### src/rtl/ppu_px_fifo_if.sv
// Pixel FIFO bus: BG row push, sprite row merge, fine-scroll drop, head pop
// and flush. The FIFO is the slave; the fetchers and pixel stage are the master.
interface ppu_px_fifo_if #(
    parameter int DEPTH  = 16,
    parameter int ROW_W  = 8,
    parameter int ATTR_W = 2
);
    localparam int CNT_W = $clog2(DEPTH + 1);

    logic              flush;
    logic              push_valid;
    logic              push_ready;
    logic [ROW_W-1:0]  push_plane0;
    logic [ROW_W-1:0]  push_plane1;
    logic [ATTR_W-1:0] push_attr;
    logic              push_xflip;
    logic              merge_valid;
    logic              merge_ready;
    logic [ROW_W-1:0]  merge_plane0;
    logic [ROW_W-1:0]  merge_plane1;
    logic [ATTR_W-1:0] merge_attr;
    logic              merge_xflip;
    logic              drop_valid;
    logic [2:0]        drop_n;
    logic              pop;
    logic              pop_ack;
    logic              px_valid;
    logic [1:0]        px_color;
    logic [ATTR_W-1:0] px_attr;
    logic              px_src;
    logic [CNT_W-1:0]  count;

    modport master (
        output flush,
        output push_valid, push_plane0, push_plane1, push_attr, push_xflip,
        input  push_ready,
        output merge_valid, merge_plane0, merge_plane1, merge_attr, merge_xflip,
        input  merge_ready,
        output drop_valid, drop_n,
        output pop,
        input  pop_ack,
        input  px_valid, px_color, px_attr, px_src, count
    );

    modport slave (
        input  flush,
        input  push_valid, push_plane0, push_plane1, push_attr, push_xflip,
        output push_ready,
        input  merge_valid, merge_plane0, merge_plane1, merge_attr, merge_xflip,
        output merge_ready,
        input  drop_valid, drop_n,
        input  pop,
        output pop_ack,
        output px_valid, px_color, px_attr, px_src, count
    );
endinterface

### src/rtl/ppu_px_fifo.sv
// PPU pixel FIFO: circular buffer of {src, attr, color} pixels. BG rows are
// expanded from bitplanes at the tail, sprite rows are merged over the first
// ROW_W head entries, and the head can be popped, dropped (fine scroll) or
// flushed. Head outputs are combinational from the head entry.
module ppu_px_fifo #(
    parameter int DEPTH  = 16,
    parameter int ROW_W  = 8,
    parameter int ATTR_W = 2
) (
    input  logic         clk,
    input  logic         rst,
    ppu_px_fifo_if.slave bus
);
    localparam int PTR_W = (DEPTH > 1) ? $clog2(DEPTH) : 1;
    localparam int CNT_W = $clog2(DEPTH + 1);
    localparam int BIT_W = (ROW_W > 1) ? $clog2(ROW_W) : 1;

    logic [1:0]        r_color [DEPTH];
    logic [ATTR_W-1:0] r_attr  [DEPTH];
    logic              r_src   [DEPTH];
    logic [PTR_W-1:0]  r_head;
    logic [PTR_W-1:0]  r_tail;
    logic [CNT_W-1:0]  r_count;

    logic              w_live;
    logic              w_empty;
    logic              w_push_ready;
    logic              w_merge_ready;
    logic              w_push_acc;
    logic              w_merge_acc;
    logic              w_drop_acc;
    logic              w_pop_acc;
    logic [CNT_W-1:0]  w_drop_n;
    logic [CNT_W-1:0]  w_removed;
    logic [CNT_W-1:0]  w_add;
    logic [PTR_W-1:0]  w_mrg_idx  [ROW_W];
    logic [1:0]        w_mrg_col  [ROW_W];
    logic              w_mrg_we   [ROW_W];
    logic [PTR_W-1:0]  w_push_idx [ROW_W];
    logic [1:0]        w_push_col [ROW_W];

    // Pointer advance modulo DEPTH; DEPTH need not be a power of two.
    function automatic logic [PTR_W-1:0] f_wrap(input logic [PTR_W-1:0] base,
                                                input int unsigned off);
        int unsigned s;
        s = 32'(base) + off;
        if (s >= DEPTH) s = s - DEPTH;
        return PTR_W'(s);
    endfunction

    // Colour of pixel k (k = 0 leaves first) of a tile row.
    function automatic logic [1:0] f_px(input logic [ROW_W-1:0] p0,
                                        input logic [ROW_W-1:0] p1,
                                        input logic xf, input int k);
        logic [BIT_W-1:0] b;
        b = xf ? BIT_W'(k) : BIT_W'(ROW_W - 1 - k);
        return {p1[b], p0[b]};
    endfunction

    // rst and flush both squash every same-cycle transfer.
    assign w_live        = !rst && !bus.flush;
    assign w_empty       = (r_count == '0);
    assign w_push_ready  = (int'(r_count) <= DEPTH - ROW_W);
    assign w_merge_ready = (int'(r_count) >= ROW_W);
    assign w_push_acc    = w_live && bus.push_valid && w_push_ready;
    assign w_merge_acc   = w_live && bus.merge_valid && w_merge_ready;
    assign w_drop_acc    = w_live && bus.drop_valid && !w_merge_acc;
    assign w_pop_acc     = w_live && bus.pop && !w_empty && !w_merge_acc && !bus.drop_valid;
    assign w_drop_n      = CNT_W'(bus.drop_n);
    assign w_add         = w_push_acc ? CNT_W'(ROW_W) : '0;

    // Entries leaving the head this cycle: clamped drop, or a single pop.
    always_comb begin
        w_removed = '0;
        if (w_drop_acc)
            w_removed = (w_drop_n > r_count) ? r_count : w_drop_n;
        else if (w_pop_acc)
            w_removed = CNT_W'(1);
    end

    // Per-pixel write addresses, colours and merge enables for both row paths.
    always_comb begin
        for (int k = 0; k < ROW_W; k++) begin
            w_mrg_idx[k]  = f_wrap(r_head, k);
            w_mrg_col[k]  = f_px(bus.merge_plane0, bus.merge_plane1, bus.merge_xflip, k);
            w_mrg_we[k]   = w_merge_acc && (w_mrg_col[k] != 2'd0) && !r_src[w_mrg_idx[k]] &&
                            !(bus.merge_attr[ATTR_W-1] && (r_color[w_mrg_idx[k]] != 2'd0));
            w_push_idx[k] = f_wrap(r_tail, k);
            w_push_col[k] = f_px(bus.push_plane0, bus.push_plane1, bus.push_xflip, k);
        end
    end

    // Pixel storage: merge rewrites occupied head entries, push fills free tail
    // entries, so the two never target the same slot.
    always_ff @(posedge clk) begin
        for (int k = 0; k < ROW_W; k++) begin
            if (w_mrg_we[k]) begin
                r_color[w_mrg_idx[k]] <= w_mrg_col[k];
                r_attr[w_mrg_idx[k]]  <= bus.merge_attr;
                r_src[w_mrg_idx[k]]   <= 1'b1;
            end
            if (w_push_acc) begin
                r_color[w_push_idx[k]] <= w_push_col[k];
                r_attr[w_push_idx[k]]  <= bus.push_attr;
                r_src[w_push_idx[k]]   <= 1'b0;
            end
        end
    end

    // Head/tail pointers and occupancy.
    always_ff @(posedge clk) begin
        if (rst) begin
            r_head  <= '0;
            r_tail  <= '0;
            r_count <= '0;
        end else if (bus.flush) begin
            r_head  <= r_tail;
            r_count <= '0;
        end else begin
            r_head  <= f_wrap(r_head, int'(w_removed));
            if (w_push_acc)
                r_tail <= f_wrap(r_tail, ROW_W);
            r_count <= r_count + w_add - w_removed;
        end
    end

    assign bus.push_ready  = rst || w_push_ready;
    assign bus.merge_ready = !rst && w_merge_ready;
    assign bus.pop_ack     = w_pop_acc;
    assign bus.px_valid    = !rst && !w_empty;
    assign bus.px_color    = (rst || w_empty) ? 2'd0 : r_color[r_head];
    assign bus.px_attr     = (rst || w_empty) ? '0 : r_attr[r_head];
    assign bus.px_src      = (rst || w_empty) ? 1'b0 : r_src[r_head];
    assign bus.count       = rst ? '0 : r_count;
endmodule

### src/flat_wrapper.sv
// flat-port wrapper written by rule: the top's interface ports become plain ports
module ppu_px_fifo_flat 
#(
    parameter int DEPTH  = 16,
    parameter int ROW_W  = 8,
    parameter int ATTR_W = 2
)
  (clk, rst, bus_flush, bus_push_valid, bus_push_plane0, bus_push_plane1, bus_push_attr, bus_push_xflip, bus_push_ready, bus_merge_valid, bus_merge_plane0, bus_merge_plane1, bus_merge_attr, bus_merge_xflip, bus_merge_ready, bus_drop_valid, bus_drop_n, bus_pop, bus_pop_ack, bus_px_valid, bus_px_color, bus_px_attr, bus_px_src, bus_count);
  ppu_px_fifo_if #(.DEPTH(DEPTH), .ROW_W(ROW_W), .ATTR_W(ATTR_W)) bus_i ();
  input  logic clk;
  input  logic rst;
  input wire logic [$bits(bus_i.flush)-1:0] bus_flush;
  input wire logic [$bits(bus_i.push_valid)-1:0] bus_push_valid;
  input wire logic [$bits(bus_i.push_plane0)-1:0] bus_push_plane0;
  input wire logic [$bits(bus_i.push_plane1)-1:0] bus_push_plane1;
  input wire logic [$bits(bus_i.push_attr)-1:0] bus_push_attr;
  input wire logic [$bits(bus_i.push_xflip)-1:0] bus_push_xflip;
  output wire logic [$bits(bus_i.push_ready)-1:0] bus_push_ready;
  input wire logic [$bits(bus_i.merge_valid)-1:0] bus_merge_valid;
  input wire logic [$bits(bus_i.merge_plane0)-1:0] bus_merge_plane0;
  input wire logic [$bits(bus_i.merge_plane1)-1:0] bus_merge_plane1;
  input wire logic [$bits(bus_i.merge_attr)-1:0] bus_merge_attr;
  input wire logic [$bits(bus_i.merge_xflip)-1:0] bus_merge_xflip;
  output wire logic [$bits(bus_i.merge_ready)-1:0] bus_merge_ready;
  input wire logic [$bits(bus_i.drop_valid)-1:0] bus_drop_valid;
  input wire logic [$bits(bus_i.drop_n)-1:0] bus_drop_n;
  input wire logic [$bits(bus_i.pop)-1:0] bus_pop;
  output wire logic [$bits(bus_i.pop_ack)-1:0] bus_pop_ack;
  output wire logic [$bits(bus_i.px_valid)-1:0] bus_px_valid;
  output wire logic [$bits(bus_i.px_color)-1:0] bus_px_color;
  output wire logic [$bits(bus_i.px_attr)-1:0] bus_px_attr;
  output wire logic [$bits(bus_i.px_src)-1:0] bus_px_src;
  output wire logic [$bits(bus_i.count)-1:0] bus_count;
  assign bus_i.flush = bus_flush;
  assign bus_i.push_valid = bus_push_valid;
  assign bus_i.push_plane0 = bus_push_plane0;
  assign bus_i.push_plane1 = bus_push_plane1;
  assign bus_i.push_attr = bus_push_attr;
  assign bus_i.push_xflip = bus_push_xflip;
  assign bus_push_ready = bus_i.push_ready;
  assign bus_i.merge_valid = bus_merge_valid;
  assign bus_i.merge_plane0 = bus_merge_plane0;
  assign bus_i.merge_plane1 = bus_merge_plane1;
  assign bus_i.merge_attr = bus_merge_attr;
  assign bus_i.merge_xflip = bus_merge_xflip;
  assign bus_merge_ready = bus_i.merge_ready;
  assign bus_i.drop_valid = bus_drop_valid;
  assign bus_i.drop_n = bus_drop_n;
  assign bus_i.pop = bus_pop;
  assign bus_pop_ack = bus_i.pop_ack;
  assign bus_px_valid = bus_i.px_valid;
  assign bus_px_color = bus_i.px_color;
  assign bus_px_attr = bus_i.px_attr;
  assign bus_px_src = bus_i.px_src;
  assign bus_count = bus_i.count;
  ppu_px_fifo #(.DEPTH(DEPTH), .ROW_W(ROW_W), .ATTR_W(ATTR_W)) u_core (.clk(clk), .rst(rst), .bus(bus_i));
endmodule
### config.mk
export PLATFORM = sky130hd
export DESIGN_NAME = ppu_px_fifo_flat
export DESIGN_NICKNAME = d
export VERILOG_FILES = /design/src/rtl/ppu_px_fifo_if.sv /design/src/rtl/ppu_px_fifo.sv /design/src/flat_wrapper.sv
export SDC_FILE = /design/constraint.sdc
export NUM_CORES = 1
export LEC_CHECK = 0
export ABC_CLOCK_PERIOD_IN_PS = 6200
export BUFFER_PORTS_ARGS = -buffer_cell sky130_fd_sc_hd__buf_2
export CAP_MARGIN = 20
export CORE_ASPECT_RATIO = 2
export CORE_MARGIN = 2
export CORE_UTILIZATION = 50
export CTS_BUF_LIST = sky130_fd_sc_hd__clkbuf_2 sky130_fd_sc_hd__clkbuf_4 sky130_fd_sc_hd__clkbuf_8
export CTS_CLUSTER_SIZE = 28
export DETAILED_ROUTE_END_ITERATION = 7
export PLACE_DENSITY_LB_ADDON = 0.08
export SLEW_MARGIN = 25
export SYNTH_ARGS = -nofsm -noshare
export SYNTH_HDL_FRONTEND = slang
export SYNTH_SLANG_ARGS = --single-unit
### constraint.sdc
create_clock -name clk -period 6.2 [get_ports clk]
set_input_delay 0 -clock clk [delete_from_list [all_inputs] [get_ports clk]]
set_output_delay 0 -clock clk [all_outputs]
set_load 0.01 [all_outputs]
==> results of run 1 <==
==> cell families after synthesis <==
group	Yosys count	synth area share [%]
AOI/OAI and AO/OA	327	20.2
other	1	0.0335
xor gates and xnor gates	14	1.10
buffers and inverters	114	4.56
DFF	90	21.8
and+or+nand+nor	533	23.8
adders and majority gates	31	3.67
muxes	202	24.8
==> per-stage QoR <==
| step | instances | hold slack (ps) |
|---|---|---|
| 2_1_floorplan | 1312 | 143 |
| 3_3_place_gp | 1604 | 306 |
| 3_5_place_dp | 1604 | 291 |
| 4_1_cts | 1623 | 99.0 |
==> per-layer routing <==
| layer | overflow | track usage, % |
|---|---|---|
| met1 | 0 | 61.5 |
| met2 | 3 | 81.0 |
| met3 | 0 | 28.5 |
| met4 | 1 | 57.9 |
| met5 | 0 | 0.223 |
==> synth_stat cells, types with 11 or more instances <==
| library cell | instances | area [µm²] |
|---|---|---|
| nand4_1 | 15 | 93.8 |
| ha_1 | 28 | 350 |
| and2_1 | 20 | 125 |
| nor2b_1 | 11 | 68.8 |
| edfxtp_1 | 64 | 1920 |
| a211oi_1 | 19 | 143 |
| nor3_1 | 41 | 205 |
| clkbuf_1 | 50 | 188 |
| and3_1 | 21 | 131 |
| nand2_1 | 126 | 473 |
| nor2_1 | 131 | 492 |
| a31oi_1 | 16 | 100 |
| dfxtp_1 | 26 | 521 |
| mux4_2 | 47 | 1060 |
| nand3_1 | 73 | 365 |
| or2_2 | 19 | 119 |
| buf_2 | 22 | 110 |
| nor3b_1 | 13 | 97.6 |
| a21oi_1 | 65 | 325 |
| mux2i_1 | 99 | 991 |
| o21ai_0 | 71 | 355 |
| nand2b_1 | 11 | 68.8 |
| mux2_2 | 48 | 541 |
| inv_1 | 29 | 109 |
==> run_results.csv, run 1 <==
group,metric,value,unit
synth,synth_async_sr_flop_share,0,%
placed_design,placement.setup.worst_slack,1310,ps
global_routing,global_route_wire_length_before_repair,97800,µm
clock_tree,cts.htree.levels,3,
synth,synthFlopType,"edfxtp_1",
global_routing,globalRoute.totalOverflow,4,
synth,synth.lib_cells_used.distinct,101,
global_routing,globalRouteTotalUtil,58.4,%
die,pin_count,62,
global_routing,grt_pass1_vias,13300,
synth,yosys_register_bits,90,
synth,synth.yosys.warnings,0,
clock_tree,cts.path.max_buffers,2,
synth,seq_area_frac_synth,21.8,%
die,die_width,110,µm
global_routing,grt_start_max_net_pins,64,
synth,synth_edf_count,64,
synth,synthesis.instances,1312,
synth,synth_nets,1391,
placed_design,numPortBuffers,61,
synth,post_synth_instance_area,11200,µm²
clock_tree,cts_post_setup_buffers_inserted,0,
run_status,error_line,"[ERROR GRT-0116] Global routing finished with congestion. Check the congestion regions in the DRC Viewer.",
die,floorplan.rows,77,
die,initial_core_util,50.7,%
die,die_h,215,µm
clock_tree,cts_buffers,9,
clock_tree,ctsHoldBuffers,3,
clock_tree,cts-resized-gates,0,
placed_design,dpl_cell_area,11800,µm²
placed_design,globalplace.congestion,1.16,
run_status,outcome,"aborted with a tool error",
clock_tree,cts_sinks,90,
clock_tree,cts_root_buf,"clkbuf_8",
synth,syn_area_per_cell,8.52,µm²
run_status,haltStage,"global routing",
placed_design,dpl.hpwl,48200,µm
==> run 2, diff against run 1 <==
--- a/config.mk
+++ b/config.mk
@@ -8,13 +8,10 @@
 export ABC_CLOCK_PERIOD_IN_PS = 6200
 export BUFFER_PORTS_ARGS = -buffer_cell sky130_fd_sc_hd__buf_2
 export CAP_MARGIN = 20
-export CORE_ASPECT_RATIO = 2
 export CORE_MARGIN = 2
-export CORE_UTILIZATION = 50
-export CTS_BUF_LIST = sky130_fd_sc_hd__clkbuf_2 sky130_fd_sc_hd__clkbuf_4 sky130_fd_sc_hd__clkbuf_8
-export CTS_CLUSTER_SIZE = 28
+export CORE_UTILIZATION = 35
 export DETAILED_ROUTE_END_ITERATION = 7
-export PLACE_DENSITY_LB_ADDON = 0.08
+export PLACE_DENSITY_LB_ADDON = 0.15
 export SLEW_MARGIN = 25
 export SYNTH_ARGS = -nofsm -noshare
 export SYNTH_HDL_FRONTEND = slang
==> run_results.csv, run 2 <==
group,metric,value,unit
run_status,outcome,"finished clean",
synth,syn_area_per_cell,8.52,µm²
clock_tree,insertion_delay,380,ps
worst_setup_path,worst_setup_path_start_kind,"register",
synth,synth_async_sr_flop_share,0,%
sta,fin_crit_sh,89.9,%
min_path,hp-start,"bus_merge_attr[0]",
worst_setup_path,timing.critical_path.to_type,"register",
final_layout,final_net_count,1424,
clock_tree,clk_transition_reported_paths,80,ps
power_and_ir_drop,sequential_fraction_of_design_power,37.1,%
min_path,worst_hold_path_type,"input pin to register",
global_routing,grt.met2_usage,50.2,%
synth,synth.yosys.warnings,0,
global_routing,grt_start_max_net_pins,44,
sta,timing.final.max_slew_violations,0,
worst_setup_path,crit_path_start,"u_core.r_head[3]",
clock_tree,cts_buffers,9,
sta,achievable-frequency,179,MHz
global_routing,globalRouteTotalUtil,34.4,%
die,pin_count,62,
detailed_routing,routed_via_density,7.08,
final_layout,multi_input_area,8250,µm²
synth,synthFlopType,"edfxtp_1",
worst_setup_path,critPathKind,"register to register",
worst_setup_path,crit_path_dat,5680,ps
synth,synth.most_common_cell,"nor2_1",
sta,post_layout_min_period,5570,ps
die,die_h,183,µm
worst_setup_path,worst_path_cell_with_the_longest_stage_delay,"a2111oi_0",
die,floorplan.core_area,31500,µm²
synth,synth_nets,1391,
placed_design,placement.setup.worst_slack,962,ps
sta,worst_slew_pin_tran,1180,ps
detailed_routing,drt_pre_antenna_iters,6,
worst_setup_path,worst-endpoint-required,6300,ps
final_layout,register_area,2450,µm²
detailed_routing,routed_wl,58400,µm
power_and_ir_drop,netSwitchingFraction,39.9,%
worst_setup_path,critPathMaxStageDelay,910,ps
global_routing,grt_antenna_before_repair,5,
final_layout,filler_cell_count,3233,
synth,synth.lib_cells_used.distinct,101,
synth,yosys-top-cells-area,"edfxtp_1, mux4_2, mux2i_1, mux2_2, dfxtp_1",
sta,final.setup.tns,0,ps
flow_run,max_cap_violations,0,
die,initial_core_util,35.5,%
detailed_routing,ant_nets,0,
clock_tree,cts_root_buf,"clkbuf_16",
synth,post_synth_instance_area,11200,µm²
synth,synth_edf_count,64,
detailed_routing,drt_iter0_drc,1729,
worst_setup_path,critical_path.reg2reg.startpoint,"u_core.r_head[3]",
synth,synthesis.instances,1312,
die,dieArea,33400,µm²
worst_setup_path,timing.critical_path.max_delay_family,"compound AO/OA/AOI/OAI gates",
worst_setup_path,crit_fanout,23,
placed_design,dpl.hpwl,43800,µm
global_routing,grt_most_used_layer,"met2",
clock_tree,cts_post_setup_buffers_inserted,0,
sta,worst_hold_slack_after_final_layout,157,ps
final_layout,most_frequent_cells_in_the_layout,"nor2_1, nand2_1, mux2i_1",
sta,rsz0062_at_grt,"false",
clock_tree,cts_tree,"yes",
global_routing,groute.layer.met3.usage,9.84,%
worst_setup_path,critical_path.n_buffers_inverters,2,
sta,timing.max_slew.rel_slack,19.2,%
synth,seq_area_frac_synth,21.8,%
sta,report.final.hold_viol_count,0,
power_and_ir_drop,net_sw_power,845,µW
detailed_routing,route.detailed.wl_per_inst,33.2,µm
synth,synth_largest_area_cell,"edfxtp_1",
power_and_ir_drop,power.density,173,nW/µm²
power_and_ir_drop,static-leakage-power,0.00468,µW
worst_setup_path,crit_path_cell_trace,"inv_1 > ha_1 > inv_1 > a2111oi_0 > nand3_1 > a41oi_1 > or2_2 > nand3_1 > a311o_1 > a31o_2 > a21oi_1",
global_routing,gr-usage-met1,45.6,%
global_routing,grt_pass1_vias,11200,
final_layout,final_layout_size_suffix_gt1_share,19.6,%
final_layout,layout-area-overhead-vs-synth,9.84,%
synth,yosys.area.top_type_share,17.2,%
clock_tree,cts_sinks,90,
power_and_ir_drop,clkPwrFrac,29.6,%
detailed_routing,via_count,12400,
synth,netlist_top_cells_count,"nor2_1, nand2_1, mux2i_1",
detailed_routing,drc,0,
clock_tree,cts.path.max_buffers,2,
synth,yosys_register_bits,90,
power_and_ir_drop,power.combinational.fraction,33.3,%
power_and_ir_drop,p_int,1270,µW
die,floorplan.rows,65,
sta,setup_viol,0,
placed_design,globalplace.congestion,1.07,
sta,timing.clock.skew,34.6,ps
power_and_ir_drop,max-vdd-ir-drop,0.154,mV
final_layout,layout.cells.most_common,"nor2_1",
global_routing,globalRoute.totalOverflow,0,
placed_design,numPortBuffers,61,
die,die_width,183,µm
global_routing,global_route_wire_length_before_repair,82100,µm
sta,setup_ws,628,ps
clock_tree,cts.htree.levels,3,
-- run 2: cell counts after synthesis --
Identical to the previous run, type by type.
-- run 2: logic make-up (layout without fill, tap and decap cells) --
| family | after synthesis | after routing | synth area share, % |
|---|---|---|---|
| flops | 90 | 90 | 21.8 |
| mux | 202 | 202 | 24.8 |
| buf+inv | 114 | 152 | 4.56 |
| xor+xnor | 14 | 14 | 1.10 |
| compound gates | 327 | 327 | 20.2 |
| simple gates | 533 | 533 | 23.8 |
| other cells | 1 | 5 | 0.0335 |
| fa+ha+maj | 31 | 31 | 3.67 |
-- run 2: metal layers --
metal,up-vias,wire length [µm],part of all wire [%]
met3,214,7220,12
met5,-,32,0.055
met4,4,4090,7.0
met2,962,24200,41
li1,5180,-,-
met1,6072,22800,39
-- run 2: final timing paths --
path                                to  slack, ps  cells after the start
setup reg to reg  u_core.r_color[9][1]        630                     11
hold reg to reg       u_core.r_tail[3]        520                      2
hold / removal    u_core.r_attr[13][0]        160                      3
setup / recovery  u_core.r_color[9][1]        630                     11
-- run 2: power by group through the flow --
stage	clock, µW	sequential, µW	combinational (µW)
5_1_grt	646	787	735
3_3_place_gp	0	792	678
3_5_place_dp	0	791	676
2_1_floorplan	0	739	425
4_1_cts	625	777	681
6_report	628	786	705
-- run 2: area by class of cell --
type                       instances  share of cell area [%]
multi-input combinational       1108                    67.2
sequential                        90                    19.9
timing repair buffer             105                    5.24
tap                              402                    4.10
clock buffer                       9                    1.83
inverter                          31                   0.948
clock inverter                     7                   0.662
antenna                            4                  0.0815
-- run 2: tightest hold or removal path, stage by stage --
cell,delay [ps]
buf_2,210
nand2_1,90
nand2_1,60
-- run 2: what timing repair did --
action / 4_1_cts / 5_1_grt
endpoints found under the hold margin: 2 / 0
hold buffers: 3 / 0
gates resized for setup: 0 / 0
-- run 2: metrics by stage --
| step | utilization (%) | cells | area (µm²) | power, µW |
|---|---|---|---|---|
| 2_1_floorplan | - | 1312 | 11200 | 1160 |
| 3_3_place_gp | 37.9 | 1733 | 11900 | 1470 |
| 3_5_place_dp | 37.9 | 1733 | 11900 | 1470 |
| 4_1_cts | 39.0 | 1752 | 12300 | 2080 |
| 5_1_grt | 39.0 | 1752 | 12300 | 2170 |
| 6_report | 39.0 | 1756 | 12300 | 2120 |
(Power assumes the default switching activity.)
==> run 3, diff against run 2 <==
--- a/config.mk
+++ b/config.mk
@@ -5,6 +5,7 @@
 export SDC_FILE = /design/constraint.sdc
 export NUM_CORES = 1
 export LEC_CHECK = 0
+export ABC_AREA = 1
 export ABC_CLOCK_PERIOD_IN_PS = 6200
 export BUFFER_PORTS_ARGS = -buffer_cell sky130_fd_sc_hd__buf_2
 export CAP_MARGIN = 20
==> run_results.csv, run 3 <==
group,metric,value,unit
synth,synth.lib_cells_used.distinct,54,
sta,timing.final.max_slew_violations,0,
worst_setup_path,crit_path_cell_trace,"clkinv_1 > ha_1 > inv_1 > o21ai_0 > nand2_1 > nand3_1 > nor2_2 > buf_4 > nand2_1 > inv_2 > nand2_1 > o211ai_1 > nor2_1 > nand2_1",
global_routing,globalRoute.totalOverflow,0,
final_layout,most_frequent_cells_in_the_layout,"nand2_1, inv_1, o21ai_0",
synth,synth_nets,2164,
global_routing,grt_start_max_net_pins,85,
synth,synth_edf_count,64,
min_path,worst_hold_path_type,"input pin to register",
die,dieArea,34300,µm²
placed_design,dpl.hpwl,46000,µm
power_and_ir_drop,static-leakage-power,0.00630,µW
sta,final.setup.tns,0,ps
detailed_routing,highest_layer,"met4",
detailed_routing,met3WireLength,5320,µm
detailed_routing,drt_pre_antenna_iters,6,
synth,synth.most_common_cell,"nand2_1",
synth,synth_async_sr_flop_share,0,%
sta,setup_viol,0,
sta,worst_slew_pin_tran,1040,ps
flow_run,max_cap_violations,0,
detailed_routing,ant_nets,0,
synth,yosys_register_bits,90,
die,die_h,185,µm
die,floorplan.rows,66,
detailed_routing,via_count,14100,
final_layout,filler_cell_count,3716,
detailed_routing,drt_iter0_drc,1643,
placed_design,globalplace.congestion,1.06,
final_layout,layout-area-overhead-vs-synth,8.74,%
synth,syn_area_per_cell,5.51,µm²
synth,synthesis.instances,2085,
placed_design,numPortBuffers,61,
sta,timing.clock.skew,16.3,ps
placed_design,dp_cells,2539,
sta,report.final.hold_viol_count,0,
worst_setup_path,critPathKind,"register to register",
detailed_routing,drc,0,
sta,timing.max_slew.rel_slack,30.0,%
worst_setup_path,crit_fanout,24,
final_layout,layout.cells.most_common,"nand2_1",
worst_setup_path,critPathMaxStageDelay,630,ps
final_layout,stdcell_count,2557,
clock_tree,cts-resized-gates,0,
detailed_routing,routed_wl,58700,µm
sta,post_layout_min_period,4950,ps
synth,yosys-top-cells-area,"nand2_1, edfxtp_1, o21ai_0, inv_1, nand3_1",
worst_setup_path,worst_setup_path_start_kind,"register",
synth,yosys.area.top_type_share,25.9,%
worst_setup_path,timing.critical_path.to_type,"register",
worst_setup_path,cpMostUsedCell,"nand2_1",
worst_setup_path,worst_path_cell_with_the_longest_stage_delay,"inv_1",
die,pin_count,62,
clock_tree,cts_root_buf,"clkbuf_16",
detailed_routing,met2_wirelength,25900,µm
power_and_ir_drop,power.density,174,nW/µm²
run_status,outcome,"finished clean",
die,initial_core_util,35.4,%
detailed_routing,route.detailed.wl_per_inst,22.9,µm
clock_tree,cts.path.max_buffers,2,
synth,seq_area_frac_synth,21.3,%
synth,synthFlopType,"edfxtp_1",
global_routing,grt_antenna_before_repair,0,
clock_tree,insertion_delay,370,ps
synth,netlist_top_cells_count,"nand2_1, inv_1, o21ai_0",
clock_tree,cts_sinks,90,
global_routing,globalRouteTotalUtil,34.6,%
clock_tree,clk_transition_reported_paths,70,ps
final_layout,final_layout_size_suffix_gt1_share,8.42,%
die,die_width,185,µm
die,floorplan.core_area,32500,µm²
clock_tree,cts.htree.levels,3,
detailed_routing,wl_met1,23900,µm
synth,synth_largest_area_cell,"nand2_1",
clock_tree,cts_tree,"yes",
clock_tree,cts_buffers,9,
worst_setup_path,crit_path_dat,5010,ps
synth,synth.yosys.warnings,0,
clock_tree,ctsHoldBuffers,2,
global_routing,grt_pass1_vias,13100,
power_and_ir_drop,max-vdd-ir-drop,0.163,mV
final_layout,final_net_count,2189,
sta,achievable-frequency,202,MHz
detailed_routing,routed_via_density,5.51,
worst_setup_path,worst-endpoint-required,6260,ps
sta,fin_crit_sh,79.9,%
clock_tree,cts_post_setup_buffers_inserted,0,
synth,post_synth_instance_area,11500,µm²
sta,rsz0062_at_grt,"false",
global_routing,global_route_wire_length_before_repair,84800,µm
final_layout,number_of_antenna_diodes,0,
run 3: cell count changes in the layout (fill, tap and decap cells not counted), sizes merged, moves of 26 or more:
cell | before | now
o21ai | 74 | 253
inv | 34 | 308
a21oi | 65 | 33
nor2 | 132 | 189
nor3 | 44 | 16
nand3 | 74 | 173
mux4 | 53 | 0
nand4 | 15 | 41
nand2 | 127 | 809
mux2 | 50 | 0
mux2i | 99 | 1
run 3: per-layer routing:
metal | GRT usage (%) | vias to the layer above
li1 | - | 6682
met1 | 44.0 | 6505
met2 | 54.8 | 759
met3 | 6.92 | 142
met4 | 19.2 | 0
met5 | 0 | -
run 3: path summary, 6_finish.rpt:
| kind | cells after the start | slack (ps) | startpoint | end |
|---|---|---|---|---|
| worst min register to register | 2 | 470 | u_core.r_tail[3] | u_core.r_tail[3] |
| worst max-delay path | 14 | 1250 | u_core.r_head[1] | u_core.r_attr[10][1] |
| worst min-delay path | 3 | 150 | bus_push_attr[1] | u_core.r_attr[7][1] |
| worst max register to register | 14 | 1250 | u_core.r_head[1] | u_core.r_attr[10][1] |
run 3: area by class of cell:
class | instances | area, µm² | share of cell area (%)
clock inverters | 7 | 67.6 | 0.541
well taps | 442 | 553 | 4.43
inverters | 310 | 1170 | 9.39
clock buffers | 9 | 225 | 1.80
multi-input cells | 1609 | 7500 | 60.1
repair buffers | 90 | 528 | 4.23
flip-flops and latches | 90 | 2440 | 19.6
run 3: power breakdown:
group | total (µW) | internal [µW] | leakage (µW) | switching (µW)
registers | 744 | 707 | 0.000794 | 36.9
clock network | 575 | 311 | 0.000135 | 263
logic | 856 | 231 | 0.00537 | 625
run 3: metrics by stage:
| step | setup WS, ps | instance area [µm²] | util, % | power [µW] | hold WS (ps) |
|---|---|---|---|---|---|
| 3_5_place_dp | 1470 | 12200 | 37.5 | 1590 | 268 |
| 4_1_cts | 1440 | 12500 | 38.5 | 2160 | 145 |
| 3_3_place_gp | 1450 | 12200 | 37.5 | 1590 | 275 |
| 6_report | 1250 | 12500 | 38.5 | 2170 | 155 |
| 5_1_grt | 822 | 12500 | 38.5 | 2290 | 165 |
| 2_1_floorplan | 2790 | 11500 | - | 1260 | 129 |
run 3: cells by family after synthesis:
family / Yosys count / synth area share, %
compound gates: 325 / 15.0
xor+xnor: 7 / 0.860
fa+ha+maj: 31 / 3.57
buf+inv: 386 / 13.5
flops: 90 / 21.3
mux: 1 / 0.0871
other cells: 1 / 0.0326
simple gates: 1244 / 45.7
run 3: critical path: cells and delay by family, from the launching register on:
kind                       cells  cell delay [ps]
AOI/OAI and AO/OA              2              610
DFF                            1              340
buffers and inverters          4             1770
and+or+nand+nor                7             1330
adders and majority gates      1              550
